[config.mk]
export PLATFORM = sky130hd
export DESIGN_NAME = sfu_step_scheduler
export DESIGN_NICKNAME = d
export VERILOG_FILES = /design/src/rtl/sfu_step_scheduler.sv
export SDC_FILE = /design/constraint.sdc
export NUM_CORES = 1
export LEC_CHECK = 0
export ABC_CLOCK_PERIOD_IN_PS = 2600
export CAP_MARGIN = 20
export CORE_AREA = 3 3 410 412
export DETAILED_ROUTE_END_ITERATION = 6
export DIE_AREA = 0 0 413 415
export GPL_TIMING_DRIVEN = 1
export PLACE_DENSITY = 0.3
export SLEW_MARGIN = 10
export SYNTH_ARGS = -nofsm -noshare
export SYNTH_HDL_FRONTEND = slang
export SYNTH_SLANG_ARGS = --single-unit
[constraint.sdc]
create_clock -name clk -period 2.6 [get_ports clk]
set_input_delay 0.39 -clock clk [delete_from_list [all_inputs] [get_ports clk]]
set_output_delay 0.39 -clock clk [all_outputs]
set_load 0.03 [all_outputs]
[src/rtl/sfu_step_scheduler.sv]
// sfu_step_scheduler: sequences the SFU datapath over a multi-step job. It issues one step
// request per step, counts INPUT_LENGTH result beats per step and forwards them downstream
// with tlast on the last beat of each step.
// Optional macro SFU_SCHED_OUTREG_EN: drive the output stream from a 2-entry skid buffer.
module sfu_step_scheduler #(
    parameter int unsigned INPUT_LENGTH = 16,
    parameter int unsigned NUM_CH       = 32,
    parameter int unsigned DATA_W       = 16,
    parameter int unsigned STEP_W       = 8
) (
    input  logic                     clk,
    input  logic                     rst,
    input  logic                     start,
    input  logic [STEP_W-1:0]        params_step_num,
    output logic                     busy,
    output logic                     done,
    output logic                     step_req,
    input  logic                     step_ack,
    output logic [STEP_W-1:0]        step_idx,
    input  logic                     s_axis_tvalid,
    output logic                     s_axis_tready,
    input  logic [NUM_CH*DATA_W-1:0] s_axis_tdata,
    output logic                     m_sfu_axis_tvalid,
    input  logic                     m_sfu_axis_tready,
    output logic [NUM_CH*DATA_W-1:0] m_sfu_axis_tdata,
    output logic                     m_sfu_axis_tlast,
    output logic                     err_stray
);
    localparam int unsigned CntW = $clog2(INPUT_LENGTH);
    localparam logic [CntW-1:0] LastBeat = CntW'(INPUT_LENGTH - 1);

    typedef enum logic [1:0] {StIdle, StReq, StStream, StDone} state_e;

    state_e             state_q, state_d;
    logic [STEP_W-1:0]  steps_q, steps_d;
    logic [STEP_W-1:0]  step_idx_q, step_idx_d;
    logic [CntW-1:0]    beat_cnt_q, beat_cnt_d;
    logic               busy_q, busy_d;
    logic               done_q, done_d;
    logic               step_req_q, step_req_d;
    logic               err_q, err_d;
    logic               in_hs;
    logic               in_last;
    logic               out_empty_next;

    assign in_hs   = s_axis_tvalid && s_axis_tready;
    assign in_last = (beat_cnt_q == LastBeat);

`ifdef SFU_SCHED_OUTREG_EN
    logic [NUM_CH*DATA_W-1:0] head_data_q, head_data_d, tail_data_q, tail_data_d;
    logic                     head_last_q, head_last_d, tail_last_q, tail_last_d;
    logic [1:0]               cnt_q, cnt_d;
    logic                     rdy_q, rdy_d;
    logic                     pop;

    assign pop = (cnt_q != 2'd0) && m_sfu_axis_tready;

    // Skid buffer: pop shifts tail into head, push fills the first free slot.
    always_comb begin
        head_data_d = head_data_q;
        head_last_d = head_last_q;
        tail_data_d = tail_data_q;
        tail_last_d = tail_last_q;
        cnt_d       = cnt_q;
        if (pop) begin
            head_data_d = tail_data_q;
            head_last_d = tail_last_q;
            cnt_d       = cnt_q - 2'd1;
        end
        if (in_hs) begin
            if (cnt_d == 2'd0) begin
                head_data_d = s_axis_tdata;
                head_last_d = in_last;
            end else begin
                tail_data_d = s_axis_tdata;
                tail_last_d = in_last;
            end
            cnt_d = cnt_d + 2'd1;
        end
    end

    // Ready is registered: offer a slot only if one is free after this edge.
    assign rdy_d          = (state_d == StStream) && (cnt_d != 2'd2);
    assign out_empty_next = (cnt_d == 2'd0);

    // Skid buffer state; reset discards any buffered beat.
    always_ff @(posedge clk) begin
        if (!rst) begin
            head_data_q <= '0;
            head_last_q <= 1'b0;
            tail_data_q <= '0;
            tail_last_q <= 1'b0;
            cnt_q       <= 2'd0;
            rdy_q       <= 1'b0;
        end else begin
            head_data_q <= head_data_d;
            head_last_q <= head_last_d;
            tail_data_q <= tail_data_d;
            tail_last_q <= tail_last_d;
            cnt_q       <= cnt_d;
            rdy_q       <= rdy_d;
        end
    end

    assign s_axis_tready     = rdy_q;
    assign m_sfu_axis_tvalid = (cnt_q != 2'd0);
    assign m_sfu_axis_tdata  = head_data_q;
    assign m_sfu_axis_tlast  = head_last_q;
`else
    assign s_axis_tready     = m_sfu_axis_tready && (state_q == StStream);
    assign m_sfu_axis_tvalid = s_axis_tvalid && (state_q == StStream);
    assign m_sfu_axis_tdata  = (state_q == StStream) ? s_axis_tdata : '0;
    assign m_sfu_axis_tlast  = (state_q == StStream) && in_last;
    assign out_empty_next    = 1'b1;
`endif

    // Next-state logic; done is raised one cycle early so it can be registered.
    always_comb begin
        state_d    = state_q;
        steps_d    = steps_q;
        step_idx_d = step_idx_q;
        beat_cnt_d = beat_cnt_q;
        done_d     = 1'b0;
        err_d      = err_q;
        case (state_q)
            StIdle: begin
                if (start) begin
                    err_d = 1'b0;
                    if (params_step_num != '0) begin
                        steps_d    = params_step_num;
                        step_idx_d = '0;
                        beat_cnt_d = '0;
                        state_d    = StReq;
                    end else begin
                        done_d = 1'b1;
                    end
                end else if (s_axis_tvalid) begin
                    err_d = 1'b1;
                end
            end
            StReq: begin
                if (step_req_q && step_ack) begin
                    beat_cnt_d = '0;
                    state_d    = StStream;
                end
            end
            StStream: begin
                if (in_hs) begin
                    if (in_last) begin
                        beat_cnt_d = '0;
                        if (step_idx_q == steps_q - STEP_W'(1)) begin
                            state_d = StDone;
                            done_d  = out_empty_next;
                        end else begin
                            step_idx_d = step_idx_q + STEP_W'(1);
                            state_d    = StReq;
                        end
                    end else begin
                        beat_cnt_d = beat_cnt_q + CntW'(1);
                    end
                end
            end
            StDone: begin
                if (done_q) begin
                    state_d = StIdle;
                end else begin
                    done_d = out_empty_next;
                end
            end
            default: state_d = StIdle;
        endcase
        busy_d     = (state_d != StIdle);
        step_req_d = (state_d == StReq);
    end

    // FSM, counters and registered control outputs.
    always_ff @(posedge clk) begin
        if (!rst) begin
            state_q    <= StIdle;
            steps_q    <= '0;
            step_idx_q <= '0;
            beat_cnt_q <= '0;
            busy_q     <= 1'b0;
            done_q     <= 1'b0;
            step_req_q <= 1'b0;
            err_q      <= 1'b0;
        end else begin
            state_q    <= state_d;
            steps_q    <= steps_d;
            step_idx_q <= step_idx_d;
            beat_cnt_q <= beat_cnt_d;
            busy_q     <= busy_d;
            done_q     <= done_d;
            step_req_q <= step_req_d;
            err_q      <= err_d;
        end
    end

    assign busy      = busy_q;
    assign done      = done_q;
    assign step_req  = step_req_q;
    assign step_idx  = step_idx_q;
    assign err_stray = err_q;
endmodule

==> summary.md, run 1 <==
| Metric | Value |
|---|---|
| Hpwl dp | 159100 um |
| CTS H-tree depth | 1 |
| Hold Buf Count CTS | 0 |
| Layout Nets | 2316 |
| Setup Skew | 0.003129 ns |
| DR DRC count | 0 |
| Max-slew headroom | 63.39% |
| Max Clk Rate | 407.4 MHz |
| Netlist cell types | 50 |
| Syn Nets | 1280 |
| Fin crit share | 94.41% |
| Worst-margin pin slew | 0.5434 ns |
| Largest net degree at the start of global routing | 68 |
| Clk sinks | 26 |
| Filler instances | 18818 |
| Clock share of power | 13.1% |
| Worst Setup SP | state_q[0] |
| GR Util All Layers | 18.69% |
| HP Class | flop to flop |
| Pre-CTS setup slack | -0.1310 ns |
| Setup Crit Path Kind | flop to output pin |
| RSZ-0062 raised after global routing | no |
| Mean area per synthesized cell | 6.644 um^2 |
| Std cell rows | 149 |
| Vias/cell | 2.566 |
| Max VDD drop | 149.4 uV |
| Final Hold Vio Count | 0 |
| Buffers on Ports | 1052 |
| Number of synthesized register bits | 26 |
| Final ANT Viol Nets | 0 |
| Setup_tns | 0 ns |
| Die Area | 0.1714 mm^2 |
| Core Region | 0.1648 mm^2 |
| Initial core utilization | 3.028% |
| Synthesis warning total | 0 |
| Num CTS Buffers | 3 |
| GRT overflow | 0 |
| Internal | 1.863 mW |
| Reg clk slew, reported paths | 0.07 ns |
| Clock Latency Late Sink | 0.26 ns |
| Placer congestion estimate | 0.9271 |
| Max FO, Critical Path | 67 |
| Mapped Cells | 751 |
| WHS Path Cells | 1 |
| R2R cell count | 8 |
| Worst r2r src | beat_cnt_q[0] |
| Area leader, netlist | and2_1 |
| Top cells by area, synth | and2_1 65%, dfxtp_1 10%, clkbuf_1 4.6% |
| Hold EP | beat_cnt_q[3] |
| Via Count | 10360 |
| First-pass GRT wire length | 189400 um |
| PwrDens | 136.3 mW/mm^2 |
| Switching power total | 1.114 mW |
| Most frequent cell after synthesis | and2_1 |
| Ports | 1053 |
| Cell Area, Synth | 0.004990 mm^2 |
| Initial antenna violation count | 277 |
| Wire length per cell | 41.14 um |
| Endpoint class of the critical path | output pin |
| Sequential-to-total area share from yosys stat | 10.43% |
| CP arrival | 2.06 ns |
| Final WS setup | 0.1453 ns |
| Core Util, Final | 13.25% |
| Chip width | 413 um |
| DR iter-0 viols | 377 |
| Post-route total power | 2.977 mW |
| Worst R2R Setup Slack | 0.28 ns |
| Layout cells sized above 1 | 31.91% |
| Finished layout cell area | 0.02184 mm^2 |
| Clock Path Buffers | 2 |
| 1st-pass router iterations | 7 |
| Async set-or-reset flop fraction in the synthesized netlist | 0% |
| Sequential fraction of design power | 14.8% |
| Reg2reg end | step_idx[5] |
| Synth-to-Final Area Change | 337.7% |
| Switching part of the total power | 37.43% |
| EDFF count, synth | 0 |
| Required @ worst endpoint | 2.21 ns |
| Max_cap viols | 0 |
| Ys flop type | dfxtp_1 |
| CTS tree | built |
| HP Start | beat_cnt_q[3] |
| CP startpoint kind | flop |
| Area post-placement | 0.02157 mm^2 |
| Yosys top cell area share | 64.82% |
| Final setup viols | 0 |
| Max-slew violations | 0 |
| Status | finished clean |
| Root Driver | clkbuf_16 |
| Synth top cells by count | 517 x and2_1, 61 x clkbuf_1, 26 x dfxtp_1 |
| Vias in the first global route | 10109 |
| Pleak | 8.223 nW |
| Die H | 415 um |
| Fin crit period | 2.455 ns |
| Routed wire length | 166100 um |
| Gate power share | 72.1% |
## layout by cell type (no fill, tap or decap), types with 2 or more instances in the layout
| master | count |
|---|---|
| o21a_1 | 2 |
| or4_1 | 4 |
| mux2i_1 | 2 |
| ha_1 | 3 |
| nor3_1 | 5 |
| nor2b_1 | 5 |
| a211oi_1 | 2 |
| diode_2 | 63 |
| buf_4 | 182 |
| or3_2 | 3 |
| o211ai_1 | 4 |
| clkdlybuf4s50_1 | 553 |
| clkbuf_16 | 3 |
| o21ai_2 | 6 |
| xnor2_1 | 4 |
| nor2_1 | 8 |
| nand3_1 | 13 |
| a21oi_2 | 3 |
| and3_1 | 4 |
| a21oi_1 | 5 |
| dfxtp_1 | 26 |
| buf_12 | 360 |
| o21ai_0 | 6 |
| a21boi_0 | 5 |
| or3_1 | 2 |
| xor2_1 | 6 |
| nand2_1 | 19 |
| a22oi_1 | 3 |
| and2_1 | 517 |
| inv_1 | 7 |
## sequential cells by signal, summed over array words and instances (netlist names)
signal,cells
beat_cnt_q,4
busy,1
done,1
err_stray,1
state_q,2
step_idx,8
step_req,1
steps_q,8
## worst max-delay path by stage
stage / to / slack (ns) / cells past startpoint
finish: m_sfu_axis_tdata[388] / 0.15 / 4
global route: m_sfu_axis_tdata[387] / 0.01 / 4
CTS: m_sfu_axis_tdata[387] / 0.09 / 4
detailed placement: step_idx[5] / -0.13 / 7
global placement: step_idx[6] / -0.14 / 7
floorplan: step_idx[0] / 0.43 / 9
## repair_timing
| action | CTS | global route |
|---|---|---|
| endpoints found under the setup margin | 3 | 1 |
| buffers inserted | 1 | 0 |
| gates resized for setup | 0 | 1 |
| pin swaps | 1 | 0 |
## stage by stage
step                std cells  hold WS (ns)
floorplan                 751        0.4452
global placement         3970        0.4674
detailed placement       3970        0.4786
CTS                      3975        0.4913
global route             3975        0.5200
finish                   4038        0.4935
## area by class of cell
class | count | area (um^2) | share of cell area [%]
multi-input cells | 653 | 4190 | 19.18
well taps | 2189 | 2739 | 12.54
flip-flops and latches | 26 | 520.5 | 2.383
diodes | 63 | 157.7 | 0.7218
repair buffers | 1096 | 14120 | 64.64
inverters | 7 | 26.28 | 0.1203
clock buffers | 4 | 88.84 | 0.4067
## cell families after synthesis
logic type	count (synthesis)	share of synthesized area [%]
mux	2	0.4012
buf+inv	72	5.742
simple gates	587	72.29
fa+ha+maj	3	0.7523
compound gates	51	8.626
flops	26	10.43
xor+xnor	10	1.755
## critical path, stage by stage, from the launching register on
cell,delay (ns)
dfxtp_1,0.40
nor2b_4,0.22
buf_12,0.30
and2_1,0.17
clkdlybuf4s50_1,0.67
## layer usage
layer / wire length [um] / GRT usage (%) / part of all wire (%) / vias to the layer above
met4: 2775 / 0.1638 / 1.7 / 18
met5: 117 / 0 / 0.070 / -
met3: 27520 / 13.54 / 17 / 380
met1: 49620 / 16.64 / 30 / 4608
met2: 86100 / 35.60 / 52 / 890
li1: - / - / - / 4464
## power groups by stage
stage / logic, mW / registers [mW] / clock network [mW]
finish: 2.15 / 0.441 / 0.390
global route: 2.27 / 0.444 / 0.426
CTS: 2.18 / 0.443 / 0.408
detailed placement: 2.16 / 0.452 / 0
global placement: 2.18 / 0.452 / 0
floorplan: 0.519 / 0.453 / 0
No activity file was read; power rests on OpenSTA's default activity.
==> inputs of run 2 (changes only) <==
Settings changed: TNS_END_PERCENT from default to 1.
==> results of run 2 <==
Final layout, timing and power as in run 1 (identical DEF).
